File: src/rtl/fpu_norm_pipe.sv
// rtl/fpu_norm_pipe.sv - two-stage FP add/sub normalisation pipe; FPU_NORM_ROUND_EN enables RNE rounding in S2
module fpu_norm_pipe #(
  parameter int SIZE_MAN  = 28,
  parameter int SIZE_EXP  = 8,
  parameter int SIZE_LOPD = $clog2(SIZE_MAN)
) (
  input  logic                i_clk,
  input  logic                i_rst_n,
  input  logic                i_valid,
  output logic                o_ready,
  input  logic                i_sign,
  input  logic [SIZE_EXP-1:0] i_exponent,
  input  logic [SIZE_MAN:0]   i_mantissa,
  output logic                o_valid,
  input  logic                i_ready,
  output logic                o_sign,
  output logic [SIZE_EXP-1:0] o_exponent,
  output logic [SIZE_MAN-1:0] o_mantissa,
  output logic                o_zero,
  output logic                o_exp_overflow,
  output logic                o_exp_underflow
);

  localparam logic [SIZE_EXP:0] EXP_MAX = {1'b0, {SIZE_EXP{1'b1}}};
  localparam logic [SIZE_EXP:0] EXP_ONE = (SIZE_EXP+1)'(1);

  logic adv1, adv2;

  logic                 s1_valid_q, s1_sign_q, s1_carry_q, s1_zero_q;
  logic [SIZE_EXP-1:0]  s1_exp_q;
  logic [SIZE_MAN:0]    s1_man_q;
  logic [SIZE_LOPD-1:0] s1_k_q;

  logic                 s2_valid_q, s2_sign_q, s2_zero_q, s2_ovf_q, s2_unf_q;
  logic [SIZE_EXP-1:0]  s2_exp_q;
  logic [SIZE_MAN-1:0]  s2_man_q;

  logic                 in_zero;
  logic [SIZE_LOPD-1:0] in_k;

  assign adv2    = ~s2_valid_q | i_ready;
  assign adv1    = ~s1_valid_q | adv2;
  assign o_ready = adv1;

  // Ascending scan: the highest set bit below the carry wins.
  always_comb begin
    in_zero = (i_mantissa == '0);
    in_k    = '0;
    for (int i = 0; i < SIZE_MAN; i++) begin
      if (i_mantissa[i]) in_k = SIZE_LOPD'(SIZE_MAN - 1 - i);
    end
  end

  always_ff @(posedge i_clk) begin
    if (!i_rst_n) begin
      s1_valid_q <= 1'b0;
      s1_sign_q  <= 1'b0;
      s1_carry_q <= 1'b0;
      s1_zero_q  <= 1'b0;
      s1_exp_q   <= '0;
      s1_man_q   <= '0;
      s1_k_q     <= '0;
    end else if (adv1) begin
      s1_valid_q <= i_valid;
      if (i_valid) begin
        s1_sign_q  <= i_sign;
        s1_carry_q <= i_mantissa[SIZE_MAN];
        s1_zero_q  <= in_zero;
        s1_exp_q   <= i_exponent;
        s1_man_q   <= i_mantissa;
        s1_k_q     <= in_k;
      end
    end
  end

  logic [SIZE_EXP:0]   e_ext, k_ext, exp_d;
  logic [SIZE_MAN-1:0] man_d;
  logic                sign_d, zero_d, ovf_d, unf_d, inc_d;
`ifdef FPU_NORM_ROUND_EN
  logic                round_up;
  logic [SIZE_MAN-3:0] rnd;
`endif

  always_comb begin
    e_ext  = {1'b0, s1_exp_q};
    k_ext  = (SIZE_EXP+1)'(s1_k_q);
    sign_d = s1_sign_q;
    zero_d = 1'b0;
    ovf_d  = 1'b0;
    unf_d  = 1'b0;
    inc_d  = 1'b0;
    man_d  = s1_man_q[SIZE_MAN-1:0];
    exp_d  = e_ext;
`ifdef FPU_NORM_ROUND_EN
    round_up = 1'b0;
    rnd      = '0;
`endif
    if (s1_zero_q) begin
      sign_d = 1'b0;
      zero_d = 1'b1;
      man_d  = '0;
      exp_d  = '0;
    end else if (s1_carry_q) begin
      man_d = s1_man_q[SIZE_MAN:1] | {{(SIZE_MAN-1){1'b0}}, s1_man_q[0]};
      exp_d = e_ext + EXP_ONE;
      inc_d = 1'b1;
    end else if (k_ext != '0) begin
      if (k_ext < e_ext) begin
        man_d = s1_man_q[SIZE_MAN-1:0] << s1_k_q;
        exp_d = e_ext - k_ext;
      end else begin
        sign_d = 1'b0;
        unf_d  = 1'b1;
        man_d  = '0;
        exp_d  = '0;
      end
    end
`ifdef FPU_NORM_ROUND_EN
    // Flagged results carry a zero mantissa, so round_up stays 0 for them.
    round_up = man_d[2] & (man_d[3] | man_d[1] | man_d[0]);
    rnd      = {1'b0, man_d[SIZE_MAN-1:3]} + (SIZE_MAN-2)'(round_up);
    if (rnd[SIZE_MAN-3]) begin
      man_d = {1'b1, {(SIZE_MAN-1){1'b0}}};
      exp_d = exp_d + EXP_ONE;
      inc_d = 1'b1;
    end else begin
      man_d = {rnd[SIZE_MAN-4:0], 3'b000};
    end
`endif
    if (inc_d && (exp_d >= EXP_MAX)) begin
      ovf_d = 1'b1;
      exp_d = EXP_MAX;
      man_d = '0;
    end
  end

  always_ff @(posedge i_clk) begin
    if (!i_rst_n) begin
      s2_valid_q <= 1'b0;
      s2_sign_q  <= 1'b0;
      s2_zero_q  <= 1'b0;
      s2_ovf_q   <= 1'b0;
      s2_unf_q   <= 1'b0;
      s2_exp_q   <= '0;
      s2_man_q   <= '0;
    end else if (adv2) begin
      s2_valid_q <= s1_valid_q;
      if (s1_valid_q) begin
        s2_sign_q <= sign_d;
        s2_zero_q <= zero_d;
        s2_ovf_q  <= ovf_d;
        s2_unf_q  <= unf_d;
        s2_exp_q  <= exp_d[SIZE_EXP-1:0];
        s2_man_q  <= man_d;
      end
    end
  end

  assign o_valid         = s2_valid_q;
  assign o_sign          = s2_sign_q;
  assign o_exponent      = s2_exp_q;
  assign o_mantissa      = s2_man_q;
  assign o_zero          = s2_zero_q;
  assign o_exp_overflow  = s2_ovf_q;
  assign o_exp_underflow = s2_unf_q;

endmodule

File: config.mk
export PLATFORM = sky130hd
export DESIGN_NAME = fpu_norm_pipe
export DESIGN_NICKNAME = d
export VERILOG_FILES = /design/src/rtl/fpu_norm_pipe.sv
export SDC_FILE = /design/constraint.sdc
export NUM_CORES = 1
export LEC_CHECK = 0
export CORE_MARGIN = 5
export CORE_UTILIZATION = 41
export CTS_CLUSTER_DIAMETER = 100
export DETAILED_ROUTE_END_ITERATION = 8
export SYNTH_ARGS = -nofsm -noshare
export SYNTH_HDL_FRONTEND = slang
export SYNTH_SLANG_ARGS = --single-unit
File: constraint.sdc
create_clock -name i_clk -period 9.1 [get_ports i_clk]
set_input_delay 2.275 -clock i_clk [delete_from_list [all_inputs] [get_ports i_clk]]
set_output_delay 2.275 -clock i_clk [all_outputs]
set_load 0.005 [all_outputs]
# ---- Word level (Yosys, flattened, before mapping)
# Index checks and enable logic that the tools add are counted.
dict set report word_totals {
  ff_bits 87
  output_inout_bits 42
}
dict set report op_classes {
  add_sub_neg 2
  magnitude_cmp 2
  n_shift 1
  muxes 50
  n_bitwise 5
  n_reduce_logical 5
}
# operator count
set ops {}
lappend ops {{two-way mux 28 bit} 5}
lappend ops {{two-way mux 5 bit} 28}
lappend ops {{two-way mux 9 bit} 4}
lappend ops {{logical NOT 29 bit} 1}
lappend ops {{bitwise OR 28 x 1 -> 28 bit} 1}
lappend ops {{<< shifter 28 x 5 -> 28 bit} 1}
lappend ops {{two-way mux 1 bit} 12}
lappend ops {{adder 8 x 1 -> 9 bit, second input constant} 1}
lappend ops {{>= comparator 9 x 8 -> 1 bit, second input constant} 1}
lappend ops {{subtractor 8 x 5 -> 9 bit} 1}
lappend ops {{less-than comparator 5 x 8 -> 1 bit} 1}
lappend ops {{two-way mux 8 bit} 1}
lappend ops {{nonzero test 5 bit} 1}
lappend ops {{AND reduction 2 bit} 2}
lappend ops {{NOT 1 bit} 2}
lappend ops {{bitwise OR 1 bit} 2}
lappend ops {{logical AND 1 bit} 1}

# ---- Longest topological paths before layout
dict set report logic_depth {
  ltp_word 28
  mapped_depth 13
}

# ---- Worst setup path before layout
# OpenSTA, ideal clock, no wires.
dict set report synth_path {
  path_kind {input-to-output}
  startpoint {input port i_ready}
  endpoint {output port o_ready}
  t_arrival_ps 2464
  slack_ps 4361
  path_stages 1
  n_path_buf 0
  cell_sequence {nand3b_1}
}
dict set report synth_via {
  elab_chain_cells 2
}
# element line_no
set synth_rtl {}
lappend synth_rtl {{from (decl)} 15} ;# input logic i_ready,
lappend synth_rtl {{bitwise OR 1 bit} 41} ;# assign adv2 = ~s2_valid_q | i_ready;
lappend synth_rtl {{bitwise OR 1 bit} 42} ;# assign adv1 = ~s1_valid_q | adv2;
lappend synth_rtl {{to (decl)} 10} ;# output logic o_ready,
# No other way between the ends.

# ---- Final worst setup path
# Same ends and word-level chain as after synthesis.

==> impl_metrics.toml <==
[synthesis]
syn_area_um2 = 5639
synth_top_area_frac = 0.3053
synth_async_sr_flop_share = 0
synth_nets = 771
synth_ff_type = "dfxtp_1"
yosys_warnings = 0
yosysUniqueCellTypes = 60
synth.ff_latch_count = 86
ys_seq_area_frac = 0.3053
syn_inst = 722
synth_area_per_cell_um2 = 7.810
synth_area_leaders = "dfxtp_1 31%, nand2_1 9.7%, mux4_2 8.4%"
synth_edf_count = 0
synth_top_area_cell = "dfxtp_1"

[sta]
period_minus_slack_ns = 5.696
hold_slack_ns = 0.4471
fin_crit_sh = 0.6260
maxSlewViolCount = 0
worst_pin_slew_ns = 1.085
rsz0062_at_grt = "no"
final_hold_viol_count = 0
setup_viol = 0
clock_skew_ns = 0.01143
fmax_mhz = 175.6
fin_tns_setup_ns = 0
maxSlewHeadroom = 0.2752

[worst_setup_path]
worstPathRequired_ns = 6.83
crit_arrival_ns = 3.42
regToRegStartpoint = "s1_k_q[0]"
crit_top_cell = "clkdlybuf4s50_1"
worst-path-buf-inv = 2
slowest_stage = "clkdlybuf4s50_1"
crit_chain = "clkdlybuf4s50_1 > nand3b_1 > clkdlybuf4s50_1"
cpLargestDelayFamily = "buffers and inverters"
cp-end-kind = "output pin"
slowest_delay_ns = 0.53
cp_max_fo = 4
path_class = "in -> out"
start_kind = "primary input"
cp-startpoint = "i_ready"

[global_route]
grt_pass1_wl_mm = 29.77
grt_overflow = 0
grt_pass1_vias = 5406
grt.total_usage = 0.2297
grt_max_degree = 55
grt_antenna_before_repair = 0

[placement]
place.gp.congestion = 0.9150
place_hpwl_mm = 13.83
io_buffers = 83

[cts]
cts.sinks = 86
cts_setup_buffers = 0
cts_buffer_depth = 2
h-tree-depth = 3
cts.repair.resized = 0
cts_tree = "yes"
cts_made_buffers = 9
clkLatencyLatePin_ns = 0.35
clkTransAtPathRegs_ns = 0.07
root_buffer = "clkbuf_16"
holdBufCountCts = 0

[layout]
drive_above_1_share = 0.07673
final_common_cell = "nand2_1"
fill_cells = 1377
most-common-layout-cells = "146 x nand2_1, 85 x dfxtp_1, 83 x clkdlybuf4s50_1"
finalNetCount = 826
final_core_util = 0.5127
diodes = 0
area_growth_pct = 21.34

[worst_hold_path]
hold_path_class = "reg -> reg"
hold_start = "o_mantissa[22]"

[drt]
vias = 5763
met1_length_mm = 8.786
via_per_inst = 6.016
drt-initial-drc-count = 414
met2_length_mm = 7.787
drtAntennaViolNets = 0
wl_met3_mm = 1.679
remaining_drc_errors = 0
top_layer = "met4"
wl_per_cell_um = 19.36
drtPass1Iterations = 5
drt-total-wl_mm = 18.55

[floorplanning]
ios = 84
die_y_um = 127.3
die_x_um = 127.3
rows = 42
dieArea_um2 = 16200
coreArea_um2 = 13350
start_util = 0.4225

[flow_run]
maxCapViolations = 0

[power_and_ir_drop]
peakVddDrop_mv = 0.07512
leakage_nw = 2.287
internal-power_mw = 0.6796
p_comb_frac = 0.222
clkPwrFrac = 0.355
fin_total_pwr_mw = 0.9926
p_seq_frac = 0.423
p_per_area_nw_per_um2 = 145.1
swShare = 0.3153
power_switching_mw = 0.3130

[run_status]
status = "complete, no violations"
## per-stage QoR
step,setup slack [ns],std cells,instance area (um^2)
after floorplan,4.361,722,5639
after global placement,3.409,942,6563
after detailed placement,3.411,942,6563
after CTS,3.400,958,6843
after global routing,3.360,958,6843
final,3.404,958,6843
## worst reg2reg max path, delay by kind of cell, from the launching register on
kind / cells / cell delay, ns
flip-flops: 1 / 0.31
buffers and inverters: 2 / 0.46
adder cells (fa/ha/maj): 2 / 0.70
AO/OA/AOI/OAI: 4 / 1.63
XOR/XNOR: 1 / 0.32
AND/OR/NAND/NOR: 2 / 0.36
## path summary, 6_finish.rpt
| kind | to | slack [ns] | depth (start not counted) |
|---|---|---|---|
| worst max-delay path | o_ready | 3.40 | 3 |
| worst min-delay path | o_mantissa[22] | 0.45 | 2 |
| worst max register to register | o_mantissa[15] | 5.16 | 11 |
| worst min register to register | o_mantissa[22] | 0.45 | 2 |
## per-layer routing
metal  up-vias  GRT usage
li1       2757          -
met3        26    0.05217
met1      2750     0.3551
met2       230     0.3187
met4         0    0.05994
met5         -          0
## state kept, by name, indices dropped and copies added, names as in the netlist
register,cells
o_exp_overflow,1
s1_carry_q,1
o_sign,1
o_mantissa,28
o_exponent,8
s1_exp_q,8
s1_k_q,5
o_exp_underflow,1
s1_zero_q,1
o_valid,1
s1_valid_q,1
s1_sign_q,1
o_zero,1
s1_man_q,28
## cells in the mapped netlist, types with 6 or more instances
library cell  count
nand3_1          14
o22ai_1           8
clkbuf_1         32
o31ai_1          13
ha_1              6
a221oi_1          7
nor3_1            6
mux4_2           21
o21ai_0          37
inv_1            15
nand2_1         146
a21oi_1          79
a221o_1           9
nor2_1           61
nor4_1            7
o21ai_1          18
buf_1            11
mux2i_1          42
a31oi_1           7
dfxtp_1          86
## power by group through the flow
stage	Clock, mW	Combinational (mW)	Sequential (mW)
after floorplan	0	0.139	0.417
after global placement	0	0.215	0.427
after detailed placement	0	0.218	0.428
after CTS	0.360	0.219	0.419
after global routing	0.375	0.240	0.423
final	0.352	0.220	0.420
## final cells by class
| cell class | instances | area, um^2 | share of cell area |
|---|---|---|---|
| multi-input cells | 570 | 3646 | 0.5328 |
| repair buffers | 94 | 913.4 | 0.1335 |
| flip-flops and latches | 86 | 1723 | 0.2518 |
| well taps | 176 | 220.2 | 0.03218 |
| clock buffers | 9 | 225.2 | 0.03291 |
| clock inverters | 7 | 55.05 | 0.008045 |
| inverters | 16 | 60.06 | 0.008777 |
## cell families after synthesis
group | after synthesis | synth area share
adder cells (fa/ha/maj) | 7 | 0.01686
multiplexers | 68 | 0.1684
AND/OR/NAND/NOR | 269 | 0.2070
XOR/XNOR | 8 | 0.01242
AO/OA/AOI/OAI | 218 | 0.2419
buffers and inverters | 66 | 0.04815
flip-flops | 86 | 0.3053
No activity file was read; power rests on OpenSTA's default activity.
